===== src/rtl/fifo_serializer.sv =====
// Read-side consumer for the CDC FIFO: pops DATA_WIDTH-bit words and emits them
// LS slice first as OUT_WIDTH-bit slices on a valid/ready handshake.
//
//   state | meaning
//   IDLE  | no word held; pops when enabled and the FIFO is non-empty
//   SHIFT | word held; presenting slice slice_idx, reloads on the last transfer
module fifo_serializer #(
    parameter int DATA_WIDTH = 32,
    parameter int OUT_WIDTH  = 8,
    parameter int COUNT_BITS = 2
) (
    input  logic                  read_clock,
    input  logic                  reset,
    input  logic                  enable,
    input  logic [DATA_WIDTH-1:0] fifo_q,
    input  logic                  fifo_empty,
    output logic                  fifo_read_enable,
    output logic [OUT_WIDTH-1:0]  out_data,
    output logic                  out_valid,
    input  logic                  out_ready,
    output logic                  out_last,
    output logic                  busy,
    output logic [15:0]           word_count
);

    localparam int SLICES = DATA_WIDTH / OUT_WIDTH;
    localparam logic [COUNT_BITS-1:0] LAST_IDX = COUNT_BITS'(SLICES - 1);

    typedef enum logic {
        IDLE  = 1'b0,
        SHIFT = 1'b1
    } state_t;

    state_t                  state_q, state_d;
    logic [DATA_WIDTH-1:0]   shift_q, shift_d;
    logic [COUNT_BITS-1:0]   idx_q, idx_d;
    logic [15:0]             count_q, count_d;
    logic                    pop;
    logic                    is_last;

    assign is_last = (idx_q == LAST_IDX);

    always_ff @(posedge read_clock or negedge reset) begin
        if (!reset) begin
            state_q <= IDLE;
            shift_q <= '0;
            idx_q   <= '0;
            count_q <= '0;
        end else begin
            state_q <= state_d;
            shift_q <= shift_d;
            idx_q   <= idx_d;
            count_q <= count_d;
        end
    end

    always_comb begin
        state_d = state_q;
        shift_d = shift_q;
        idx_d   = idx_q;
        count_d = count_q;
        pop     = 1'b0;

        case (state_q)
            IDLE: begin
                if (enable && !fifo_empty) begin
                    pop = 1'b1;
                end
            end
            SHIFT: begin
                if (out_ready) begin
                    if (!is_last) begin
                        shift_d = shift_q >> OUT_WIDTH;
                        idx_d   = idx_q + COUNT_BITS'(1);
                    end else if (enable && !fifo_empty) begin
                        pop = 1'b1;
                    end else begin
                        state_d = IDLE;
                    end
                end
            end
            default: state_d = IDLE;
        endcase

        // A pop always loads a fresh word, whether from IDLE or as a gapless reload.
        if (pop) begin
            shift_d = fifo_q;
            idx_d   = '0;
            count_d = count_q + 16'd1;
            state_d = SHIFT;
        end
    end

    assign fifo_read_enable = pop & reset;
    assign busy             = (state_q == SHIFT);
    assign out_valid        = busy;
    assign out_data         = shift_q[OUT_WIDTH-1:0];
    assign out_last         = busy & is_last;
    assign word_count       = count_q;

endmodule

===== config.mk =====
export PLATFORM = sky130hd
export DESIGN_NAME = fifo_serializer
export DESIGN_NICKNAME = d
export VERILOG_FILES = /design/src/rtl/fifo_serializer.sv
export SDC_FILE = /design/constraint.sdc
export NUM_CORES = 1
export LEC_CHECK = 0
export ABC_CLOCK_PERIOD_IN_PS = 3100
export BUFFER_PORTS_ARGS = -buffer_cell sky130_fd_sc_hd__buf_2
export CAP_MARGIN = 0
export CORE_ASPECT_RATIO = 2
export CORE_MARGIN = 5
export CORE_UTILIZATION = 55
export DETAILED_ROUTE_END_ITERATION = 12
export HOLD_SLACK_MARGIN = 0.03
export PLACE_DENSITY = 0.84
export SYNTH_ARGS = -nofsm -noshare
export SYNTH_HDL_FRONTEND = slang
export SYNTH_SLANG_ARGS = --single-unit

===== constraint.sdc =====
create_clock -name read_clock -period 3.1 [get_ports read_clock]
set_input_delay 0.31 -clock read_clock [delete_from_list [all_inputs] [get_ports read_clock]]
set_output_delay 0.31 -clock read_clock [all_outputs]
set_load 0.01 [all_outputs]

# ---- Word-level counts from Yosys, hierarchy flattened
# Cells that the tools add are included.
dict set report word_totals {
  register_bits 51
  input_bits 37
  out_inout_bits 28
  elab_cells 32
}
dict set report op_classes {
  addsub 2
  eq_ne 2
  n_mux 16
  n_bitwise 3
  reduce_logical 5
}
# op n
set ops {}
lappend ops {{two-way mux 32 bit} 4}
lappend ops {{adder 16 x 1 -> 16 bit (second input constant)} 1}
lappend ops {{two-way mux 2 bit} 4}
lappend ops {{two-way mux 1 bit} 7}
lappend ops {{nonzero test 2 bit} 2}
lappend ops {{AND reduction 3 bit} 1}
lappend ops {{adder 2 x 1 -> 2 bit (second input constant)} 1}
lappend ops {{bitwise AND 1 bit} 2}
lappend ops {{== test 2 bit (second input constant)} 1}
lappend ops {{inequality test 2 bit (second input constant)} 1}
lappend ops {{one-hot mux 1 bit (2 select lines)} 1}
lappend ops {{logical AND 1 bit} 1}
lappend ops {{logical NOT 1 bit} 1}
lappend ops {{NOT 1 bit} 1}

# ---- Depth between registers and ports, before layout
# Gate-level depths: netlist of the first run.
dict set report logic_depth {
  ltp_word 8
  ltp_mapped 6
  mapped_depth_nobuf 5
}

# ---- Worst setup path before layout of the first run
# Ideal clock, no wire load.
dict set report synth_timing {
  path_type {flip-flop to flip-flop}
  start {register count_q[0] (netlist: word_count[0])}
  end {register count_q[14] (netlist: word_count[14])}
  setup_time_ns 0.079
  arrival_time_ns 1.706
  t_required_ns 3.021
  setup_slack_ns 1.315
  path_stages_with_launch 7
  path_buffers 1
  synth_period_minus_slack_ns 1.785
  cell_sequence {dfrtp_1 -> ha_1 -> inv_1 -> or4_1 -> buf_2 -> nor4_4 -> xor2_1}
}
dict set report synth_via {
  elab_chain_cells 1
}
# item line
set synth_lines {}
lappend synth_lines {{start: declaration} 37} ;# logic [15:0] count_q, count_d;
lappend synth_lines {{start signal: assignment} 53} ;# count_q <= count_d;
lappend synth_lines {{adder 16 x 1 -> 16 bit} 89} ;# count_d = count_q + 16'd1;
# No other way between the ends.
# A chain may end at the register's enable or synchronous reset.

# ---- Final worst setup path of the first run
dict set report layout_timing {
  start {register idx_q[0]}
  end {register shift_q[19]}
}
dict set report layout_via {
  elab_chain_cells 6
  word_cells_on_any_way 9
  cone_classes {2 x eq/ne; 4 x mux; 3 x reduce/logical}
}
# item line
set layout_lines {}
lappend layout_lines {{start: declaration} 36} ;# logic [COUNT_BITS-1:0] idx_q, idx_d;
lappend layout_lines {{start signal: assignment} 52} ;# idx_q <= idx_d;
lappend layout_lines {{== test 2 bit (*)} 41} ;# assign is_last = (idx_q == LAST_IDX);
lappend layout_lines {{two-way mux 1 bit} 72} ;# if (!is_last) begin
lappend layout_lines {{two-way mux 1 bit} 71} ;# if (out_ready) begin
lappend layout_lines {{one-hot mux 1 bit (2 select lines)} 64} ;# case (state_q)
lappend layout_lines {{inequality test 2 bit (no line) / nonzero test 2 bit (equally long branches)} n/a}
lappend layout_lines {{AND reduction 3 bit (no line)} n/a}
lappend layout_lines {{end signal: assignment} 51} ;# shift_q <= shift_d;
lappend layout_lines {{end: declaration} 35} ;# logic [DATA_WIDTH-1:0] shift_q, shift_d;
# Mark *: on every way between the ends. The rest lies on a longest branch, timed or not.

==> out/metrics.yaml, run 1 <==
fin_setup_tns_ns: 0
seq_area_um2: 1280
skew_ns: 0.00345
setup_viol: 0
clk_pin_slew_worst_paths_ns: 0.09
netSwitchingFraction_pct: 35.8
routed_via_density: 5.31
crit_required_ns: 3.33
wl_per_cell_um: 13.5
antenna_left: 0
final_cell_mix: "buf_2 (64), dfrtp_1 (51), a21oi_1 (48), nand2_1 (40), nor2_1 (30)"
switching_power_uw: 788
grt_pass1_vias: 1813
r2r_slack_ns: 1.12
internal_power_uw: 1410
holdBufCountCts: 0
vias: 1849
final_common_cell: "buf_2"
dieArea_um2: 5650
io_buffers: 64
syn_area_um2: 2300
slowest_stage: "o22a_1"
area_delta_synth_final_pct: 17.7
gp_congestion: 0.738
n_antenna_cell: 0
totalWireLength_um: 4720
period_share_pct: 63.9
max_stage_delay_ns: 0.71
rsz0062_at_grt: "false"
fin_ws_ns: 1.12
power_uw: 2200
power.leakage_uw: 0.00137
p_seq_share_pct: 46.2
relSlewSlack_pct: 41.3
globalRouteMet2Util_pct: 32.6
ys_seq_area_share_pct: 55.6
cts_resized: 0
final.min_clock_period_ns: 1.98
grt-busiest-layer: "met2"
hp-class: "input pin to asynchronous set/reset pin"
remaining_drc_errors: 0
crit_path_end_kind: "register"
timing.rr.start: "idx_q[0]"
synth.distinct_cells: 28
yosys.area.top_type: "dfrtp_1"
power_frac_comb_pct: 35.3
cap_violations: 0
drtIter0Drc: 57
syn_avg_cell_area_um2: 9.53
grtUsageMet3_pct: 4.08
synth_top_cell_area_share_pct: 55.6
vdd_drop_max_uv: 600
outcome: "complete, no violations"
hold_viol: 0
core_um2: 4090
place_hpwl_um: 3430
fin_util_pct: 66.1
timing.hold.ws_ns: 0.133
layout-drive-gt1-share_pct: 26.4
fp-row-count: 33
clkSinkCount: 51
clk-insertion-delay-late_ns: 0.30
synth-seq-cells: 51
place_ws_ns: 1.12
cp.arrival_ns: 2.21
syn_inst: 241
grt_pass1_wl_um: 8100
met1_usage_pct: 20.5
grt_overflow: 0
post-cts-setup-buffers: 0
ys_top_cells_by_area: "dfrtp_1 (56%), a21oi_1 (10%), nand2_1 (6.5%), nor2_1 (5.1%), a22o_1 (3.1%)"
clock-root-buffer: "clkbuf_8"
dr.pass1.iters: 4
cts_buffers: 5
drv_slew: 0
syn-num-nets: 280
track_usage_pct: 17.9
regToRegEndpoint: "shift_q[19]"
reg2regPathDepth: 5
grt_max_degree: 52
fillers: 344
fmax_mhz: 505
nets: 334
yosysWarnings: 0
multi_input_area_um2: 908
critPathKind: "register to register"
cp_cell_sequence: "ha_1 -> nor2b_1 -> o22a_1 -> nor2_1 -> a21oi_1"
io_pins: 65
powerDensity_nw_per_um2: 814
start_kind: "register"
die_x_um: 55.7
cp_max_fo: 24
htreeDepth: 2
start_util_pct: 56.2
clockPowerShare_pct: 18.5
cts_tree: "built"
die_h_um: 101
cts_buffer_depth: 2
worst_pin_slew_ns: 0.878
antenna_found_initial: 0
==> flip-flops by register name (all words and copies together) (netlist names) <==
register,flops
busy,1
shift_q,32
idx_q,2
word_count,16
==> through the flow <==
| stage | instances | area, µm² |
|---|---|---|
| 2_1_floorplan | 241 | 2300 |
| 3_3_place_gp | 340 | 2600 |
| 3_5_place_dp | 340 | 2600 |
| 4_1_cts | 348 | 2700 |
| 5_1_grt | 348 | 2700 |
| 6_report | 348 | 2700 |
==> kinds of logic after synthesis <==
logic type / Yosys count / share of synthesized area [%]
fa+ha+maj: 2 / 1.09
flops: 51 / 55.6
buf+inv: 23 / 5.28
xor+xnor: 15 / 5.72
simple gates: 88 / 16.8
compound gates: 62 / 15.6
==> area by class of cell <==
| class | count | share of cell area, % |
|---|---|---|
| inverter | 3 | 0.416 |
| tap | 52 | 2.41 |
| clock buffer | 8 | 3.70 |
| sequential | 51 | 47.2 |
| multi-input combinational | 167 | 33.6 |
| timing repair buffer | 67 | 12.7 |
==> worst max-delay path: cells and delay by family, from the launching register on <==
kind	cells	cell delay, ns
adders and majority gates	1	0.24
DFF	1	0.40
and+or+nand+nor	2	0.41
AOI/OAI and AO/OA	2	0.86
==> routing by layer <==
layer | share of wire, % | wire length (µm) | vias up
met5 | 0 | 0 | -
met4 | 1.4 | 67 | 0
met3 | 5.7 | 270 | 5
met2 | 54 | 2550 | 48
met1 | 39 | 1830 | 883
li1 | - | - | 913
==> power groups by stage <==
stage	Sequential, µW	Combinational, µW	Clock (µW)
after floorplan	1020	611	0
after global placement	1030	758	0
after detailed placement	1030	788	0
after CTS	1020	790	414
after global routing	1050	906	437
final	1020	776	407
==> worst max path at each step <==
stage	from	endpoint	slack, ns	cells past startpoint
finish	idx_q[0]	shift_q[19]	1.12	5
floorplan	word_count[0]	word_count[14]	1.31	6
CTS	idx_q[0]	shift_q[19]	1.09	5
global placement	idx_q[0]	word_count[15]	1.26	5
detailed placement	idx_q[0]	shift_q[19]	1.12	5
global route	idx_q[0]	shift_q[13]	0.88	5
==> cell usage after synthesis, drive strengths merged <==
| cell | n |
|---|---|
| a21bo | 1 |
| a21boi | 1 |
| a21oi | 48 |
| a22o | 8 |
| a32o | 1 |
| and2 | 1 |
| and3 | 2 |
| buf | 10 |
| clkbuf | 10 |
| dfrtp | 51 |
| ha | 2 |
| inv | 3 |
| nand2 | 40 |
| nand2b | 1 |
| nand3 | 2 |
| nand4 | 5 |
| nor2 | 31 |
| nor2b | 2 |
| nor3 | 1 |
| nor4 | 2 |
| o21ai | 1 |
| o22a | 1 |
| o22ai | 1 |
| or4 | 1 |
| xnor2 | 8 |
| xor2 | 7 |
No activity file was read; power rests on OpenSTA's default activity.
==> run 2: changes to the inputs <==
==> config.mk (replaced) <==
export PLATFORM = sky130hd
export DESIGN_NAME = fifo_serializer
export DESIGN_NICKNAME = d
export VERILOG_FILES = /design/src/rtl/fifo_serializer.sv
export SDC_FILE = /design/constraint.sdc
export NUM_CORES = 1
export LEC_CHECK = 0
export ABC_AREA = 1
export ABC_CLOCK_PERIOD_IN_PS = 1600
export BUFFER_PORTS_ARGS = -buffer_cell sky130_fd_sc_hd__buf_2
export CAP_MARGIN = 0
export CORE_ASPECT_RATIO = 2
export CORE_MARGIN = 5
export CORE_UTILIZATION = 48
export DETAILED_ROUTE_END_ITERATION = 12
export HOLD_SLACK_MARGIN = 0.03
export PLACE_DENSITY = 0.76
export SYNTH_ARGS = -nofsm -noshare
export SYNTH_HDL_FRONTEND = slang
export SYNTH_SLANG_ARGS = --single-unit
==> constraint.sdc (replaced) <==
create_clock -name read_clock -period 1.6 [get_ports read_clock]
set_input_delay 0.16 -clock read_clock [delete_from_list [all_inputs] [get_ports read_clock]]
set_output_delay 0.16 -clock read_clock [all_outputs]
set_load 0.01 [all_outputs]
==> out/metrics.yaml, run 2 <==
outcome: "complete, no violations"
r2r_slack_ns: 0.05  # -1.07 ns
clk-insertion-delay-late_ns: 0.30  # about the same
switching_power_uw: 1590  # +100%
fin_ws_ns: 0.0507  # -1.07 ns
start_kind: "register"
synth-seq-cells: 51  # unchanged
place_hpwl_um: 4070  # +18%
yosys.area.top_type: "dfrtp_1"
ys_seq_area_share_pct: 47.2  # -8.4 points
die_x_um: 63.1  # +13%
die_h_um: 116  # +15%
fp-row-count: 38  # +15%
worst_pin_slew_ns: 0.630  # -0.248 ns
antenna_left: 0  # unchanged
clk_pin_slew_worst_paths_ns: 0.09  # about the same
totalWireLength_um: 5440  # +15%
cp_max_fo: 20  # -17%
setup_viol: 0  # unchanged
remaining_drc_errors: 0  # unchanged
final.min_clock_period_ns: 1.55  # -0.433 ns
place_ws_ns: 0.0587  # -1.06 ns
fin_setup_tns_ns: 0  # unchanged
syn-num-nets: 356  # +27%
period_share_pct: 96.8  # +33 points
drtIter0Drc: 83  # +46%
drt-met1-wl_um: 2200  # +21%
drv_slew: 0  # unchanged
vdd_drop_max_uv: 1010  # +68%
timing.rr.start: "idx_q[1]"
dr_wl_met2_um: 2800  # +9.9%
cap_violations: 0  # unchanged
yosysWarnings: 0  # unchanged
regToRegEndpoint: "word_count[3]"
gp_congestion: 0.833  # +13%
grt_overflow: 0  # unchanged
synth.most_common_cell: "nand2_1"
power_frac_comb_pct: 39.0  # +3.7 points
ys_top_cells_by_area: "dfrtp_1 (47%), nand2_1 (13%), a21oi_2 (10%), nor2_1 (4.9%), inv_1 (4.0%)"
hp-class: "input pin to register"
skew_ns: 0.00627  # +0.00282 ns
dieArea_um2: 7330  # +30%
synth_edf_count: 0  # unchanged
area_delta_synth_final_pct: 17.7  # about the same
syn_inst: 317  # +32%
core_um2: 5470  # +34%
syn_area_um2: 2710  # +18%
synth_fa_ha_area_share_pct: 0.925  # -0.16 points
internal_power_uw: 2700  # +91%
relSlewSlack_pct: 58.0  # +17 points
antenna_found_initial: 0  # unchanged
vias: 2149  # +16%
clockPowerShare_pct: 16.6  # -1.9 points
n_antenna_cell: 0  # unchanged
synth_top_cell_area_share_pct: 47.2  # -8.4 points
cp.arrival_ns: 1.74  # -0.47 ns
min_from: "fifo_q[26]"
power_uw: 4290  # +95%
io_pins: 65  # unchanged
slowest_stage: "dfrtp_1"
p_seq_share_pct: 44.3  # -1.9 points
ys.flop_type: "dfrtp_1"
io_buffers: 64  # unchanged
cts_buffer_depth: 2  # unchanged
final_cell_mix: "nand2_1 (94), buf_2 (64), dfrtp_1 (51), nor2_1 (34), a21oi_2 (32)"
netSwitchingFraction_pct: 37.0  # +1.2 points
clock-root-buffer: "clkbuf_8"
syn_avg_cell_area_um2: 8.54  # -10%
min_path_cells: 3
cp_cell_sequence: "ha_2 -> inv_1 -> nand2_4 -> nand2_2 -> nor2_4 -> buf_12 -> buf_12 -> nand2_1 -> xnor2_1"
critPathKind: "register to register"
cts_tree: "built"
layout-drive-gt1-share_pct: 34.1  # +7.8 points
fmax_mhz: 645  # +28%
cts_buffers: 5  # unchanged
htreeDepth: 2  # unchanged
nets: 420  # +26%
powerDensity_nw_per_um2: 1350  # +65%
final_common_cell: "nand2_1"
routed_via_density: 4.87  # -8.3%
grt_max_degree: 52  # unchanged
start_util_pct: 49.5  # -6.7 points
max_stage_delay_ns: 0.37  # -0.34 ns
reg2regPathDepth: 9  # +4
wl_per_cell_um: 12.3  # -9.0%
dr.pass1.iters: 4  # unchanged
hold_end: "shift_q[26]"
cpMostUsedCell: "buf_12"
grt_pass1_wl_um: 9160  # +13%
top_register: "shift_q"
synthXorXnorAreaFrac_pct: 1.94  # -3.8 points
crit_required_ns: 1.79  # -1.54 ns
synth.distinct_cells: 26  # -7.1%
rsz0062_at_grt: "true"
wl_met3_um: 276  # +2.2%
synth-simple-area-share_pct: 24.1  # +7.3 points
synth-compound-area-share_pct: 14.6  # -0.97 points
muxShareOfSynthArea_pct: 0  # unchanged
crit_path_end_kind: "register"
clkSinkCount: 51  # unchanged
top_layer: "met4"
synthArstFlopShare_pct: 100  # unchanged
crit_buf_inv: 3  # +3
synth_top_family_by_area: "simple AND/OR/NAND/NOR gates"
path_delay_family: "simple AND/OR/NAND/NOR gates"
hold_viol: 0  # unchanged
synthTopCellsByCount: "nand2_1 (95), dfrtp_1 (51), nor2_1 (35)"
largest_reg_flops: 32  # unchanged
power.leakage_uw: 0.00159  # +16%
track_usage_pct: 15.3  # -2.6 points
grt_pass1_vias: 2097  # +16%
run 2: cell count changes in the layout (fill, tap and decap cells not counted), sizes merged, moves of 3 or more:
cell    before  now
a22o         8    0
nand4        5    2
nor2        31   38
nand2       40   99
nand3b       0    5
xnor2        8    3
clkbuf       8    5
a21oi       48   32
xor2         7    3
o21ai        1   20
inv          3   30
nand3        2    9
buf         67   77
run 2: cell families (layout without fill, tap and decap cells):
group,Yosys count,count (layout)
buffers and inverters,51,115
adder cells (fa/ha/maj),2,2
XOR/XNOR,6,6
AND/OR/NAND/NOR,154,154
flip-flops,51,51
AO/OA/AOI/OAI,53,53
run 2: stage by stage:
step | cells | util [%] | hold slack (ns) | cell area (µm²)
6_report | 441 | 58.2 | 0.0608 | 3180
5_1_grt | 441 | 58.2 | 0.0651 | 3180
4_1_cts | 437 | 57.3 | 0.0479 | 3130
3_5_place_dp | 428 | 55.3 | 0.332 | 3020
3_3_place_gp | 428 | 55.3 | 0.336 | 3020
2_1_floorplan | 317 | - | -0.136 | 2710
run 2: power by group through the flow:
stage               combinational, µW  sequential, µW  clock [µW]
floorplan                        1310            1920           0
global placement                 1550            1920           0
detailed placement               1600            1940           0
CTS                              1620            1910         746
global route                     1850            1960         801
finish                           1670            1900         713
run 2: area by class of cell:
class                           instances  area (µm²)
Fill cell                             487        2280
Sequential cell                        51        1280
Multi-Input combinational cell        215        1140
Timing Repair Buffer                   78         490
Inverter                               30         115
Tap cell                               60        75.1
Clock buffer                            5        68.8
Clock inverter                          2        13.8
run 2: repair_timing:
| action | 4_1_cts | 5_1_grt |
|---|---|---|
| resized for setup | 2 | 4 |
| hold buffers | 1 | 0 |
| endpoints found under the hold margin | 51 | 0 |
| pin swaps | 1 | 1 |
| setup endpoints to repair | 1 | 22 |
| setup buffers | 1 | 4 |
run 2: how the worst max path moves through the flow:
stage | startpoint | to | cells after the start
3_3_place_gp | idx_q[0] | word_count[8] | 8
2_1_floorplan | idx_q[0] | fifo_read_enable | 7
3_5_place_dp | idx_q[0] | word_count[8] | 8
5_1_grt | idx_q[1] | word_count[2] | 9
6_report | idx_q[1] | word_count[3] | 9
4_1_cts | idx_q[0] | word_count[8] | 8
run 2: worst reg2reg max path, delay by kind of cell (launching register included):
kind	cells	cell delay, ns
xor gates and xnor gates	1	0.12
adders and majority gates	1	0.19
buffers and inverters	3	0.32
DFF	1	0.37
and+or+nand+nor	4	0.44
run 2: layer usage:
layer	vias up	GRT usage, %
met5	-	0
met4	0	7.37
met3	11	3.66
met2	54	26.6
met1	979	17.3
li1	1105	-
